--- config.mk ---
export PLATFORM = sky130hd
export DESIGN_NAME = spi_rx_slave_flat
export DESIGN_NICKNAME = d
export VERILOG_FILES = /design/src/rtl/spi_pkg.sv /design/src/rtl/spi_rx_slave_if.sv /design/src/rtl/spi_sync.sv /design/src/rtl/spi_rx_slave.sv /design/src/flat_wrapper.sv
export SDC_FILE = /design/constraint.sdc
export NUM_CORES = 1
export LEC_CHECK = 0
export ABC_AREA = 0
export BUFFER_PORTS_ARGS = -buffer_cell sky130_fd_sc_hd__buf_2
export CORE_ASPECT_RATIO = 0.75
export CORE_MARGIN = 3
export CORE_UTILIZATION = 55
export CTS_CLUSTER_SIZE = 28
export DETAILED_ROUTE_END_ITERATION = 10
export PLACE_DENSITY = 0.88
export SLEW_MARGIN = 5
export SYNTH_ARGS = -nofsm -noshare
export SYNTH_HDL_FRONTEND = slang
export SYNTH_SLANG_ARGS = --single-unit
--- constraint.sdc ---
create_clock -name CLK -period 2.7 [get_ports CLK]
set_input_delay 0.54 -clock CLK [delete_from_list [all_inputs] [get_ports CLK]]
set_output_delay 0.54 -clock CLK [all_outputs]
set_load 0.02 [all_outputs]
--- src/rtl/spi_pkg.sv ---
// rtl/spi_pkg.sv - shared SPI link types and constants
package spi_pkg;

   typedef enum logic {
      ST_IDLE   = 1'b0,
      ST_ACTIVE = 1'b1
   } state_t;

   // {CKP, CPH}
   localparam logic [1:0] MODE0 = 2'b00;
   localparam logic [1:0] MODE1 = 2'b01;
   localparam logic [1:0] MODE2 = 2'b10;
   localparam logic [1:0] MODE3 = 2'b11;

   localparam int          DEFAULT_WIDTH = 16;
   localparam logic [15:0] RESET_WORD    = 16'h0605;

   function automatic logic sample_on_rise(input logic [1:0] mode);
      return mode[1] == mode[0];
   endfunction

endpackage

--- src/rtl/spi_rx_slave_if.sv ---
// rtl/spi_rx_slave_if.sv - link and parallel-side signals of the SPI receiver
interface spi_rx_slave_if
   import spi_pkg::*;
#(
   parameter int WIDTH = DEFAULT_WIDTH
);
   logic             CKP;
   logic             CPH;
   logic             SCK;
   logic             CS;
   logic             MOSI;
   logic [WIDTH-1:0] TX_DATA;
   logic             MISO;
   logic [WIDTH-1:0] RX_DATA;
   logic             RX_VALID;
   logic             RX_ACK;
   logic             OVERRUN;
   logic             ABORT;
   logic             BUSY;

   modport slave (
      input  CKP, CPH, SCK, CS, MOSI, TX_DATA, RX_ACK,
      output MISO, RX_DATA, RX_VALID, OVERRUN, ABORT, BUSY
   );

   modport master (
      output CKP, CPH, SCK, CS, MOSI, TX_DATA, RX_ACK,
      input  MISO, RX_DATA, RX_VALID, OVERRUN, ABORT, BUSY
   );
endinterface

--- src/rtl/spi_sync.sv ---
// rtl/spi_sync.sv - single-bit multi-flop synchronizer with selectable reset value
module spi_sync #(
   parameter int   STAGES    = 2,
   parameter logic RESET_VAL = 1'b0
) (
   input  logic i_clk,
   input  logic i_rst,
   input  logic i_d,
   output logic o_q
);
   logic [STAGES-1:0] r_sync;

   always_ff @(posedge i_clk or posedge i_rst) begin
      if (i_rst) begin
         r_sync <= {STAGES{RESET_VAL}};
      end else begin
         r_sync[0] <= i_d;
         for (int i = 1; i < STAGES; i++) begin
            r_sync[i] <= r_sync[i-1];
         end
      end
   end

   assign o_q = r_sync[STAGES-1];
endmodule

--- src/rtl/spi_rx_slave.sv ---
// rtl/spi_rx_slave.sv - oversampling SPI slave: MSB-first word receiver with parallel reply on MISO
module spi_rx_slave
   import spi_pkg::*;
#(
   parameter int WIDTH       = DEFAULT_WIDTH,
   parameter int SYNC_STAGES = 2
) (
   input  logic          CLK,
   input  logic          RESET,
   spi_rx_slave_if.slave bus
);
   localparam int               CNT_W    = (WIDTH > 1) ? $clog2(WIDTH) : 1;
   localparam logic [CNT_W-1:0] LAST_BIT = CNT_W'(WIDTH - 1);

   logic w_sck_s;
   logic w_cs_s;
   logic w_mosi_s;

   // MOSI shares the SCK depth so data and clock stay aligned after sync
   spi_sync #(.STAGES(SYNC_STAGES), .RESET_VAL(1'b0)) u_sync_sck (
      .i_clk(CLK), .i_rst(RESET), .i_d(bus.SCK), .o_q(w_sck_s)
   );
   spi_sync #(.STAGES(SYNC_STAGES), .RESET_VAL(1'b1)) u_sync_cs (
      .i_clk(CLK), .i_rst(RESET), .i_d(bus.CS), .o_q(w_cs_s)
   );
   spi_sync #(.STAGES(SYNC_STAGES), .RESET_VAL(1'b0)) u_sync_mosi (
      .i_clk(CLK), .i_rst(RESET), .i_d(bus.MOSI), .o_q(w_mosi_s)
   );

   logic             r_sck_d;
   logic             r_cs_d;
   logic [1:0]       r_mode;
   state_t           r_state;
   state_t           w_next_state;
   logic [WIDTH-2:0] r_rx_sreg;
   logic [WIDTH-1:0] r_tx_sreg;
   logic [CNT_W-1:0] r_bit_cnt;
   logic             r_first_sample;
   logic             r_reload;
   logic [WIDTH-1:0] r_rx_data;
   logic             r_rx_valid;
   logic             r_overrun;
   logic             r_abort;

   logic             w_sck_rise;
   logic             w_sck_fall;
   logic             w_cs_fall;
   logic             w_cs_rise;
   logic             w_sample_edge;
   logic             w_shift_edge;
   logic [WIDTH-1:0] w_rx_word;

   always_ff @(posedge CLK or posedge RESET) begin
      if (RESET) begin
         r_sck_d <= 1'b0;
         r_cs_d  <= 1'b1;
      end else begin
         r_sck_d <= w_sck_s;
         r_cs_d  <= w_cs_s;
      end
   end

   assign w_sck_rise    = w_sck_s & ~r_sck_d;
   assign w_sck_fall    = ~w_sck_s & r_sck_d;
   assign w_cs_fall     = ~w_cs_s & r_cs_d;
   assign w_cs_rise     = w_cs_s & ~r_cs_d;
   assign w_sample_edge = sample_on_rise(r_mode) ? w_sck_rise : w_sck_fall;
   assign w_shift_edge  = sample_on_rise(r_mode) ? w_sck_fall : w_sck_rise;
   assign w_rx_word     = {r_rx_sreg, w_mosi_s};

   always_ff @(posedge CLK or posedge RESET) begin
      if (RESET) begin
         r_state <= ST_IDLE;
      end else begin
         r_state <= w_next_state;
      end
   end

   always_comb begin
      w_next_state = r_state;
      case (r_state)
         ST_IDLE:   if (w_cs_fall) w_next_state = ST_ACTIVE;
         ST_ACTIVE: if (w_cs_rise) w_next_state = ST_IDLE;
         default:   w_next_state = ST_IDLE;
      endcase
   end

   always_comb begin
      bus.BUSY = 1'b0;
      bus.MISO = 1'b0;
      if (r_state == ST_ACTIVE) begin
         bus.BUSY = 1'b1;
         bus.MISO = r_tx_sreg[WIDTH-1];
      end
   end

   always_ff @(posedge CLK or posedge RESET) begin
      if (RESET) begin
         r_mode         <= MODE0;
         r_rx_sreg      <= '0;
         r_tx_sreg      <= '0;
         r_bit_cnt      <= '0;
         r_first_sample <= 1'b0;
         r_reload       <= 1'b0;
         r_rx_data      <= '0;
         r_rx_valid     <= 1'b0;
         r_overrun      <= 1'b0;
         r_abort        <= 1'b0;
      end else begin
         r_abort <= 1'b0;
         if (bus.RX_ACK) r_rx_valid <= 1'b0;

         case (r_state)
            ST_IDLE: begin
               if (w_cs_fall) begin
                  r_mode         <= {bus.CKP, bus.CPH};
                  r_tx_sreg      <= bus.TX_DATA;
                  r_bit_cnt      <= '0;
                  r_first_sample <= 1'b0;
                  r_reload       <= 1'b0;
               end
            end
            ST_ACTIVE: begin
               if (w_cs_rise) begin
                  r_abort   <= (r_bit_cnt != '0);
                  r_bit_cnt <= '0;
               end else begin
                  if (w_sample_edge) begin
                     r_rx_sreg      <= w_rx_word[WIDTH-2:0];
                     r_first_sample <= 1'b1;
                     if (r_bit_cnt == LAST_BIT) begin
                        // a same-cycle ack consumes the old word, so no overrun
                        r_rx_data  <= w_rx_word;
                        r_rx_valid <= 1'b1;
                        if (r_rx_valid && !bus.RX_ACK) r_overrun <= 1'b1;
                        r_bit_cnt  <= '0;
                        r_reload   <= 1'b1;
                     end else begin
                        r_bit_cnt <= r_bit_cnt + CNT_W'(1);
                     end
                  end
                  if (w_shift_edge && r_first_sample) begin
                     if (r_reload) begin
                        r_tx_sreg <= bus.TX_DATA;
                        r_reload  <= 1'b0;
                     end else begin
                        r_tx_sreg <= {r_tx_sreg[WIDTH-2:0], 1'b0};
                     end
                  end
               end
            end
            default: ;
         endcase
      end
   end

   assign bus.RX_DATA  = r_rx_data;
   assign bus.RX_VALID = r_rx_valid;
   assign bus.OVERRUN  = r_overrun;
   assign bus.ABORT    = r_abort;
endmodule
--- src/flat_wrapper.sv ---
// flat-port wrapper written by rule: the top's interface ports become plain ports
module spi_rx_slave_flat import spi_pkg::*;
#(
   parameter int WIDTH       = DEFAULT_WIDTH,
   parameter int SYNC_STAGES = 2
)
  (CLK, RESET, bus_CKP, bus_CPH, bus_SCK, bus_CS, bus_MOSI, bus_TX_DATA, bus_RX_ACK, bus_MISO, bus_RX_DATA, bus_RX_VALID, bus_OVERRUN, bus_ABORT, bus_BUSY);
  spi_rx_slave_if #(.WIDTH(WIDTH)) bus_i ();
  input  logic CLK;
  input  logic RESET;
  input wire logic [$bits(bus_i.CKP)-1:0] bus_CKP;
  input wire logic [$bits(bus_i.CPH)-1:0] bus_CPH;
  input wire logic [$bits(bus_i.SCK)-1:0] bus_SCK;
  input wire logic [$bits(bus_i.CS)-1:0] bus_CS;
  input wire logic [$bits(bus_i.MOSI)-1:0] bus_MOSI;
  input wire logic [$bits(bus_i.TX_DATA)-1:0] bus_TX_DATA;
  input wire logic [$bits(bus_i.RX_ACK)-1:0] bus_RX_ACK;
  output wire logic [$bits(bus_i.MISO)-1:0] bus_MISO;
  output wire logic [$bits(bus_i.RX_DATA)-1:0] bus_RX_DATA;
  output wire logic [$bits(bus_i.RX_VALID)-1:0] bus_RX_VALID;
  output wire logic [$bits(bus_i.OVERRUN)-1:0] bus_OVERRUN;
  output wire logic [$bits(bus_i.ABORT)-1:0] bus_ABORT;
  output wire logic [$bits(bus_i.BUSY)-1:0] bus_BUSY;
  assign bus_i.CKP = bus_CKP;
  assign bus_i.CPH = bus_CPH;
  assign bus_i.SCK = bus_SCK;
  assign bus_i.CS = bus_CS;
  assign bus_i.MOSI = bus_MOSI;
  assign bus_i.TX_DATA = bus_TX_DATA;
  assign bus_i.RX_ACK = bus_RX_ACK;
  assign bus_MISO = bus_i.MISO;
  assign bus_RX_DATA = bus_i.RX_DATA;
  assign bus_RX_VALID = bus_i.RX_VALID;
  assign bus_OVERRUN = bus_i.OVERRUN;
  assign bus_ABORT = bus_i.ABORT;
  assign bus_BUSY = bus_i.BUSY;
  spi_rx_slave #(.WIDTH(WIDTH), .SYNC_STAGES(SYNC_STAGES)) u_core (.CLK(CLK), .RESET(RESET), .bus(bus_i));
endmodule
==> results.json, run 1 <==
{
  "dieWidth_um": 89.8,
  "drt-initial-drc-count": 89,
  "postCtsHoldBufs": 0,
  "synth_edf_count": 0,
  "worstSetupStartpointType": "register",
  "avgViaCountPerCell": 5.15,
  "grt.overflow.total": 0,
  "synth_top_cells_by_area": "dfrtp_1 (55%), mux2_2 (21%), mux2_4 (4.7%)",
  "cts_resized": 0,
  "port_buffers": 44,
  "timing.final.crit_share_pct": 77.6,
  "insertedDiodeCount": 0,
  "crit_type": "reg -> reg",
  "die_area_um2": 6180,
  "vias": 1664,
  "io_pins": 45,
  "required_ns": 2.91,
  "cp_max_fo": 16,
  "static-leakage-power_nw": 1.68,
  "netlist_area_um2": 2890,
  "drv_cap": 0,
  "synthArstFlopShare_pct": 100,
  "first_pass_iters": 4,
  "wl_per_cell_um": 14.4,
  "syn2layout_area_growth_pct": 17.0,
  "start_util_pct": 58.1,
  "r2r_cells": 4,
  "critPathCaptureType": "register",
  "clock_skew_ns": 0.00537,
  "synth.top_cell.area_share_pct": 55.3,
  "track_usage_pct": 16.5,
  "seqCellArea_um2": 1680,
  "fp-row-count": 22,
  "status": "complete, no violations",
  "synthFlopType": "dfrtp_1",
  "cts_root_buffer": "clkbuf_8",
  "ant_nets": 0,
  "rsz0062_at_grt": "false",
  "clock_sinks": 67,
  "relSlewSlack_pct": 50.0,
  "cts.htree.levels": 3,
  "clk_latency_ns": 0.33,
  "synth_cells": 196,
  "seq_area_frac_synth_pct": 58.1,
  "hold_viol_final": 0,
  "irDropWorstVdd_mv": 0.469,
  "dpl.cell_count": 308,
  "grt_pass1_wl_um": 7710,
  "maxSlewViolCount": 0,
  "synthDistinctLibCells": 36,
  "core_um2": 4980,
  "synth_warnings": 0,
  "fmax_ghz": 0.477,
  "cts_tree": "done",
  "setup_tns_ns": 0,
  "die_y_um": 68.8,
  "worstMarginPinSlew_ns": 0.750,
  "place_hpwl_um": 3230,
  "syn_nets": 222,
  "instances_no_fill": 323,
  "clk_pin_slew_ns": 0.07,
  "synth_top_cell_by_area": "dfrtp_1",
  "totalWireLength_um": 4650,
  "grt_pass1_vias": 1633,
  "n_fill_cell": 365,
  "antenna_found_initial": 0,
  "power_w": 0.00276,
  "r2r-start": "u_core.r_mode[0]",
  "drive_above_1_share_pct": 53.4,
  "powerDensity_nw_per_um2": 816,
  "min_period_ns": 2.10,
  "clockBufferDepth": 2,
  "drc": 0,
  "multi_input_comb_area_um2": 1150,
  "cts_setup_buffers": 0,
  "grt_start_max_net_pins": 26,
  "numCtsBuffers": 9,
  "cp.arrival_ns": 2.31,
  "synth.avg_cell_area_um2": 14.8,
  "r2r_slack_ns": 0.60,
  "holdCritPathClass": "in -> async",
  "fin_nets": 273,
  "synth-seq-cells": 67,
  "finalSetupViolCount": 0,
  "r2r_end": "u_core.r_tx_sreg[5]",
  "gp_congestion": 0.795
}
## layout by cell type (no fill, tap or decap), drive strengths merged
cell	count
and3	1
buf	46
nor2	3
a31oi	3
clkbuf	10
a31o	1
dfrtp	64
ha	2
nand2b	7
o21bai	1
o311ai	1
mux2i	4
mux2	63
and2	1
o21a	1
a211oi	1
or2	1
xnor2	1
nand3b	5
o22ai	1
nor2b	3
inv	5
bufinv	2
clkinvlp	1
dfstp	3
nand4	1
o21ai	1
clkinv	2
a21oi	5
nand3	2
nor3b	1
nand2	8
## area by class of cell
type,count,share of cell area (%)
repair buffers,46,6.94
well taps,72,2.66
clock buffers,10,4.06
flip-flops and latches,67,49.6
inverters,5,0.554
clock inverters,5,2.29
multi-input cells,118,33.9
## where the power goes
part | total [W] | switching, W | internal (W)
clock network | 0.000884 | 0.000348 | 0.000536
logic | 0.000519 | 0.000209 | 0.000310
registers | 0.00136 | 0.000140 | 0.00122
total | 0.00276 | 0.000697 | 0.00207
## through the flow
stage / util (%) / setup WS, ns / hold WS, ns / cell area (um2)
after floorplan: - / 0.482 / 0.331 / 2890
after global placement: 63.7 / 0.649 / 0.332 / 3170
after detailed placement: 63.7 / 0.600 / 0.335 / 3170
after CTS: 68.0 / 0.575 / 0.225 / 3390
after global routing: 68.0 / 0.487 / 0.248 / 3390
final: 68.0 / 0.604 / 0.226 / 3390
## cells in the mapped netlist, drive strengths merged (4+ instances only)
library cell and number:
dfrtp 64, mux2 63, nand2 8, nand2b 7, a21oi 5, buf 5, inv 5, nand3b 5
mux2i 4
## logic make-up (layout without fill, tap and decap cells)
| family | count (synthesis) | count (layout) | synth area share [%] |
|---|---|---|---|
| DFF | 67 | 67 | 58.1 |
| buffers and inverters | 11 | 66 | 2.29 |
| xor gates and xnor gates | 1 | 1 | 0.562 |
| adders and majority gates | 2 | 2 | 0.865 |
| and+or+nand+nor | 33 | 33 | 7.05 |
| AOI/OAI and AO/OA | 15 | 15 | 3.68 |
| muxes | 67 | 67 | 27.5 |
## worst max-delay path by stage
| stage | start | end | slack [ns] | depth (start not counted) |
|---|---|---|---|---|
| detailed placement | u_core.r_mode[0] | u_core.r_tx_sreg[3] | 0.60 | 4 |
| global route | u_core.r_mode[0] | u_core.r_tx_sreg[5] | 0.49 | 4 |
| global placement | u_core.r_mode[0] | u_core.r_tx_sreg[14] | 0.65 | 4 |
| finish | u_core.r_mode[0] | u_core.r_tx_sreg[5] | 0.60 | 4 |
| floorplan | RESET | u_core.bus.ABORT | 0.48 | 1 |
| CTS | u_core.r_mode[0] | u_core.r_tx_sreg[5] | 0.57 | 4 |
## sequential cells by signal, indices dropped and copies added (netlist names), 2 cells and up
signal	cells
u_core.bus.RX_DATA	16
u_core.r_bit_cnt	4
u_core.r_mode	2
u_core.r_rx_sreg	15
u_core.r_tx_sreg	16
u_core.u_sync_cs.r_sync	2
u_core.u_sync_mosi.r_sync	2
u_core.u_sync_sck.r_sync	2
## per-layer routing
layer  GRT usage, %  vias to the layer above  share of wire (%)
met5              0                        -                  0
met4           5.16                        0                  0
met3           7.70                        0                5.3
met2           24.3                       44                 47
met1           21.9                      819                 48
li1               -                      801                  -
## critical path, cell delays in order (launching register included)
cell and delay, ns:
dfrtp_1 0.41, xnor2_2 0.34, mux2_4 0.36, a21oi_4 0.46, mux2_2 0.40
Power figures use the tool's default switching activity.
==> inputs of run 2 (changes only) <==
==> constraint.sdc (replaced) <==
create_clock -name CLK -period 2.1 [get_ports CLK]
set_input_delay 0.42 -clock CLK [delete_from_list [all_inputs] [get_ports CLK]]
set_output_delay 0.42 -clock CLK [all_outputs]
set_load 0.02 [all_outputs]
==> run 2 against run 1 <==
Against the previous run:
- hold slack got worse by 0.14 ns
- largest power group unchanged
- core utilization grew 0.60 points
- non-clock buffer count is 3 higher
- critical path type unchanged
- largest cell class unchanged
- register-to-register slack lost 0.41 ns
==> results.json, run 2 (synthesized netlist as in run 1, its figures left out) <==
{
  "clock_skew_ns": 0.00662,
  "fp-row-count": 22,
  "r2r-start": "u_core.r_mode[0]",
  "clockBufferDepth": 2,
  "worstSetupStartpointType": "register",
  "grt_pass1_wl_um": 7980,
  "finalSetupViolCount": 0,
  "clk_pin_slew_ns": 0.07,
  "drc": 0,
  "maxSlewViolCount": 0,
  "grt_start_max_net_pins": 47,
  "pre_cts_slack_ns": 0.207,
  "track_usage_pct": 17.1,
  "avgViaCountPerCell": 5.12,
  "clk_latency_ns": 0.34,
  "postLayoutCellArea_um2": 3420,
  "cp_max_fo": 16,
  "use_met2_pct": 26.8,
  "rsz0062_at_grt": "false",
  "grt_pass1_vias": 1670,
  "min_period_ns": 1.91,
  "ant_nets": 0,
  "fin_nets": 276,
  "critPathLaunch": "u_core.r_mode[0]",
  "crit_type": "reg -> reg",
  "clock_sinks": 67,
  "irDropWorstVdd_mv": 0.500,
  "grt.overflow.total": 0,
  "syn2layout_area_growth_pct": 18.1,
  "cts.htree.levels": 3,
  "dieWidth_um": 89.8,
  "required_ns": 2.32,
  "static-leakage-power_nw": 1.70,
  "postCtsHoldBufs": 0,
  "relSlewSlack_pct": 57.2,
  "met3_usage_pct": 6.72,
  "die_area_um2": 6180,
  "grt-busiest-layer": "met2",
  "timing.final.crit_share_pct": 90.9,
  "met1_usage_pct": 21.4,
  "drv_cap": 0,
  "cts_setup_buffers": 0,
  "setup_tns_ns": 0,
  "insertedDiodeCount": 0,
  "port_buffers": 44,
  "cts_root_buffer": "clkbuf_8",
  "holdCritPathClass": "in -> async",
  "fin_ws_ns": 0.191,
  "first_pass_iters": 4,
  "placed_cell_area_um2": 3220,
  "gp_congestion": 0.807,
  "fmax_ghz": 0.524,
  "final_common_cell": "dfrtp_1",
  "drt-initial-drc-count": 63,
  "layout_common_cells": "dfrtp_1 (64), mux2_2 (53), buf_2 (44)",
  "n_fill_cell": 349,
  "antenna_found_initial": 0,
  "totalWireLength_um": 4820,
  "cts_resized": 0,
  "powerDensity_nw_per_um2": 1030,
  "status": "complete, no violations",
  "start_util_pct": 58.1,
  "vias": 1674,
  "drive_above_1_share_pct": 52.9,
  "hold_viol_final": 0,
  "wl_per_cell_um": 14.7,
  "critPathCaptureType": "register",
  "cp.arrival_ns": 2.13,
  "io_pins": 45,
  "numCtsBuffers": 9,
  "core_um2": 4980,
  "power_w": 0.00350,
  "worstMarginPinSlew_ns": 0.640,
  "cts_tree": "done",
  "place_hpwl_um": 3350,
  "die_y_um": 68.8
}
[run 2: area by class of cell]
class | instances | area (um2) | share of cell area [%]
Clock inverter | 2 | 35.0 | 1.03
Multi-Input combinational cell | 118 | 1150 | 33.6
Inverter | 5 | 18.8 | 0.549
Timing Repair Buffer | 49 | 283 | 8.28
Sequential cell | 67 | 1680 | 49.2
Tap cell | 72 | 90.1 | 2.64
Clock buffer | 14 | 163 | 4.76
[run 2: final timing paths]
path | to | slack [ns] | depth (start not counted)
max | u_core.r_tx_sreg[11] | 0.19 | 5
min | u_core.r_rx_sreg[13] | 0.09 | 2
max reg2reg | u_core.r_tx_sreg[11] | 0.19 | 5
min reg2reg | u_core.u_sync_sck.r_sync[1] | 0.35 | 0
max in group asynchronous | u_core.u_sync_cs.r_sync[1] | 1.37 | 3
min in group CLK | u_core.u_sync_cs.r_sync[0] | 0.18 | 1
[run 2: power breakdown]
part,internal (W),switching [W],leakage [nW]
clock network,0.000613,0.000449,0.101
logic,0.000420,0.000277,0.732
registers,0.00157,0.000176,0.864
total,0.00260,0.000902,1.70
[run 2: critical path: stages (launching register included)]
cell	delay [ns]
dfrtp_1	0.41
xnor2_2	0.34
mux2_4	0.36
a21oi_4	0.17
buf_12	0.16
mux2_2	0.34
[run 2: stage by stage]
stage	cells	utilization [%]	hold slack, ns
after floorplan	196	-	0.331
after global placement	311	64.6	0.332
after detailed placement	311	64.6	0.340
after CTS	327	68.6	0.0855
after global routing	327	68.6	0.113
final	327	68.6	0.0869
[run 2: per-layer routing]
| layer | wire [um] | up-vias | part of all wire, % |
|---|---|---|---|
| li1 | - | 811 | - |
| met1 | 2260 | 818 | 47 |
| met2 | 2260 | 37 | 47 |
| met3 | 232 | 8 | 4.8 |
| met4 | 75 | 0 | 1.6 |
| met5 | 0 | - | 0 |
==> inputs of run 3 (changes only) <==
--- a/config.mk
+++ b/config.mk
@@ -16,4 +16,5 @@
 export SLEW_MARGIN = 5
 export SYNTH_ARGS = -nofsm -noshare
 export SYNTH_HDL_FRONTEND = slang
+export SYNTH_HIERARCHICAL = 1
 export SYNTH_SLANG_ARGS = --single-unit
==> run 3 against run 2 <==
Against the previous run:
- total power rose by 2.5%
- critical endpoint is now u_core/bus.RX_DATA[0]
- sequential share of layout area barely moved
- synthesized cell count down 0.51%
- final cell count unchanged
- largest power group unchanged
- critical path depth fell by 1
- critical path type unchanged
==> results.json, run 3 <==
{
  "status": "complete, no violations",
  "final_common_cell": "dfrtp_1",
  "seqCellArea_um2": 1680,
  "first_pass_iters": 4,
  "dpl.cell_count": 310,
  "yosysMostFrequentCell": "dfrtp_1",
  "synthDistinctLibCells": 37,
  "crit_type": "reg -> reg",
  "r2r_end": "u_core/bus.RX_DATA[0]",
  "synthFlopType": "dfrtp_1",
  "timing.final.crit_share_pct": 91.8,
  "relSlewSlack_pct": 71.6,
  "synth.top_cell.area_share_pct": 55.1,
  "start_util_pct": 58.0,
  "seq_area_frac_synth_pct": 57.8,
  "fmax_ghz": 0.519,
  "clockBufferDepth": 2,
  "place_hpwl_um": 3370,
  "fp-row-count": 22,
  "n_fill_cell": 367,
  "fin_ws_ns": 0.172,
  "static-leakage-power_nw": 1.75,
  "cp_max_fo": 19,
  "grt-busiest-layer": "met2",
  "worstSetupStartpointType": "register",
  "maxSlewViolCount": 0,
  "use_met2_pct": 29.1,
  "setup_tns_ns": 0,
  "finalSetupViolCount": 0,
  "synth_top_cell_by_area": "dfrtp_1",
  "drt-initial-drc-count": 92,
  "hold_ws_ns": 0.187,
  "totalWireLength_um": 4960,
  "clock_sinks": 67,
  "cts_tree": "done",
  "syn2layout_area_growth_pct": 17.6,
  "clk_pin_slew_ns": 0.07,
  "r2r-start": "u_core/r_mode[1]",
  "avgViaCountPerCell": 5.04,
  "final_util_pct": 68.3,
  "antenna_found_initial": 0,
  "numCtsBuffers": 9,
  "drive_above_1_share_pct": 53.3,
  "slowest_stage": "mux2i_4",
  "drc": 0,
  "synth_edf_count": 0,
  "synth.avg_cell_area_um2": 14.9,
  "holdCritPathClass": "in -> reg",
  "netlist_area_um2": 2910,
  "crit_chain": "xnor2_2, mux2i_4, nand2_4, mux2_4",
  "rsz0062_at_grt": "false",
  "fin_nets": 276,
  "hold_end": "u_core/u_sync_cs/r_sync[0]",
  "ant_nets": 0,
  "clock_skew_ns": 0.00772,
  "grt_start_max_net_pins": 44,
  "required_ns": 2.33,
  "cts_resized": 0,
  "hold_depth": 1,
  "powerDensity_nw_per_um2": 1050,
  "instances_no_fill": 327,
  "synth_top_cells_by_area": "dfrtp_1 (55%), mux2_2 (18%), mux2_4 (8.3%)",
  "met3_usage_pct": 7.59,
  "r2r_cells": 4,
  "cts_root_buffer": "clkbuf_8",
  "hold_viol_final": 0,
  "r2r_slack_ns": 0.17,
  "synthArstFlopShare_pct": 100,
  "synth-seq-cells": 67,
  "drv_cap": 0,
  "synth_warnings": 6,
  "critPathCaptureType": "register",
  "cp_slowest_stage_delay_ns": 0.46,
  "die_y_um": 69.0,
  "wl_per_cell_um": 15.2,
  "min_period_ns": 1.93,
  "worstMarginPinSlew_ns": 0.425,
  "clk_latency_ns": 0.34,
  "synth_common_cells": "dfrtp_1 (64), mux2_2 (47), mux2_4 (16)",
  "grt_pass1_vias": 1716,
  "track_usage_pct": 18.0,
  "hp-start": "bus_CS",
  "gp_congestion": 0.815,
  "port_buffers": 44,
  "vias": 1649,
  "layout_common_cells": "dfrtp_1 (64), mux2_2 (47), buf_2 (44)",
  "dieWidth_um": 89.9,
  "syn_nets": 221,
  "met1_usage_pct": 21.7,
  "synth_cells": 195,
  "pre_cts_slack_ns": 0.178,
  "grt.overflow.total": 0,
  "irDropWorstVdd_mv": 0.514,
  "cp.arrival_ns": 2.16,
  "insertedDiodeCount": 0,
  "die_area_um2": 6200,
  "io_pins": 45,
  "core_um2": 5010,
  "multi_input_comb_area_um2": 1120,
  "grt_pass1_wl_um": 8200,
  "cts.htree.levels": 3
}
[run 3: changes by cell type after synthesis, sizes merged, moves of 2 or more]
cell	change
inv	+5
nand2	-3
nand2b	-3
nor2	+5
a31oi	-3
a21oi	-3
nor2b	-2
[run 3: cells by family after synthesis]
| group | count (synthesis) | share of synthesized area, % |
|---|---|---|
| AND/OR/NAND/NOR | 29 | 5.68 |
| flip-flops | 67 | 57.8 |
| AO/OA/AOI/OAI | 13 | 3.31 |
| XOR/XNOR | 2 | 0.861 |
| buffers and inverters | 16 | 3.53 |
| adder cells (fa/ha/maj) | 2 | 0.861 |
| multiplexers | 66 | 27.9 |
[run 3: metal layers]
layer,routed length [um],vias to the layer above
met1,2230,809
met4,87,0
met2,2390,36
li1,-,794
met5,0,-
met3,260,10
[run 3: worst max path at each step]
stage	startpoint	endpoint	slack, ns
2_1_floorplan	RESET	u_core/bus.ABORT	0.17
3_3_place_gp	u_core/r_mode[1]	u_core/bus.RX_DATA[2]	0.26
3_5_place_dp	u_core/r_mode[1]	u_core/bus.RX_DATA[0]	0.18
4_1_cts	u_core/r_mode[1]	u_core/bus.RX_DATA[3]	0.16
5_1_grt	u_core/r_mode[1]	u_core/r_tx_sreg[11]	0.08
6_report	u_core/r_mode[1]	u_core/bus.RX_DATA[0]	0.17
[run 3: area by class of cell]
cell class | instances | share of cell area [%]
flip-flops and latches | 67 | 49.1
multi-input cells | 112 | 32.9
repair buffers | 50 | 8.56
clock buffers | 12 | 4.24
well taps | 72 | 2.63
clock inverters | 4 | 1.46
inverters | 10 | 1.10
[run 3: through the flow]
stage | power, W | cell area [um2]
after floorplan | 0.00239 | 2910
after global placement | 0.00251 | 3210
after detailed placement | 0.00256 | 3210
after CTS | 0.00364 | 3420
after global routing | 0.00381 | 3420
final | 0.00359 | 3420
[run 3: critical path, delay by kind of cell (launching register included)]
| family | cells | cell delay (ns) |
|---|---|---|
| multiplexers | 2 | 0.83 |
| AND/OR/NAND/NOR | 1 | 0.27 |
| XOR/XNOR | 1 | 0.30 |
| flip-flops | 1 | 0.41 |
[run 3: power breakdown]
part / internal [W] / switching, W
Sequential: 0.00157 / 0.000188
Clock: 0.000579 / 0.000466
Combinational: 0.000489 / 0.000298
[run 3: repair_timing]
action,4_1_cts,5_1_grt
hold buffers,1,0
endpoints found under the hold margin,4,0
buffers inserted,0,0
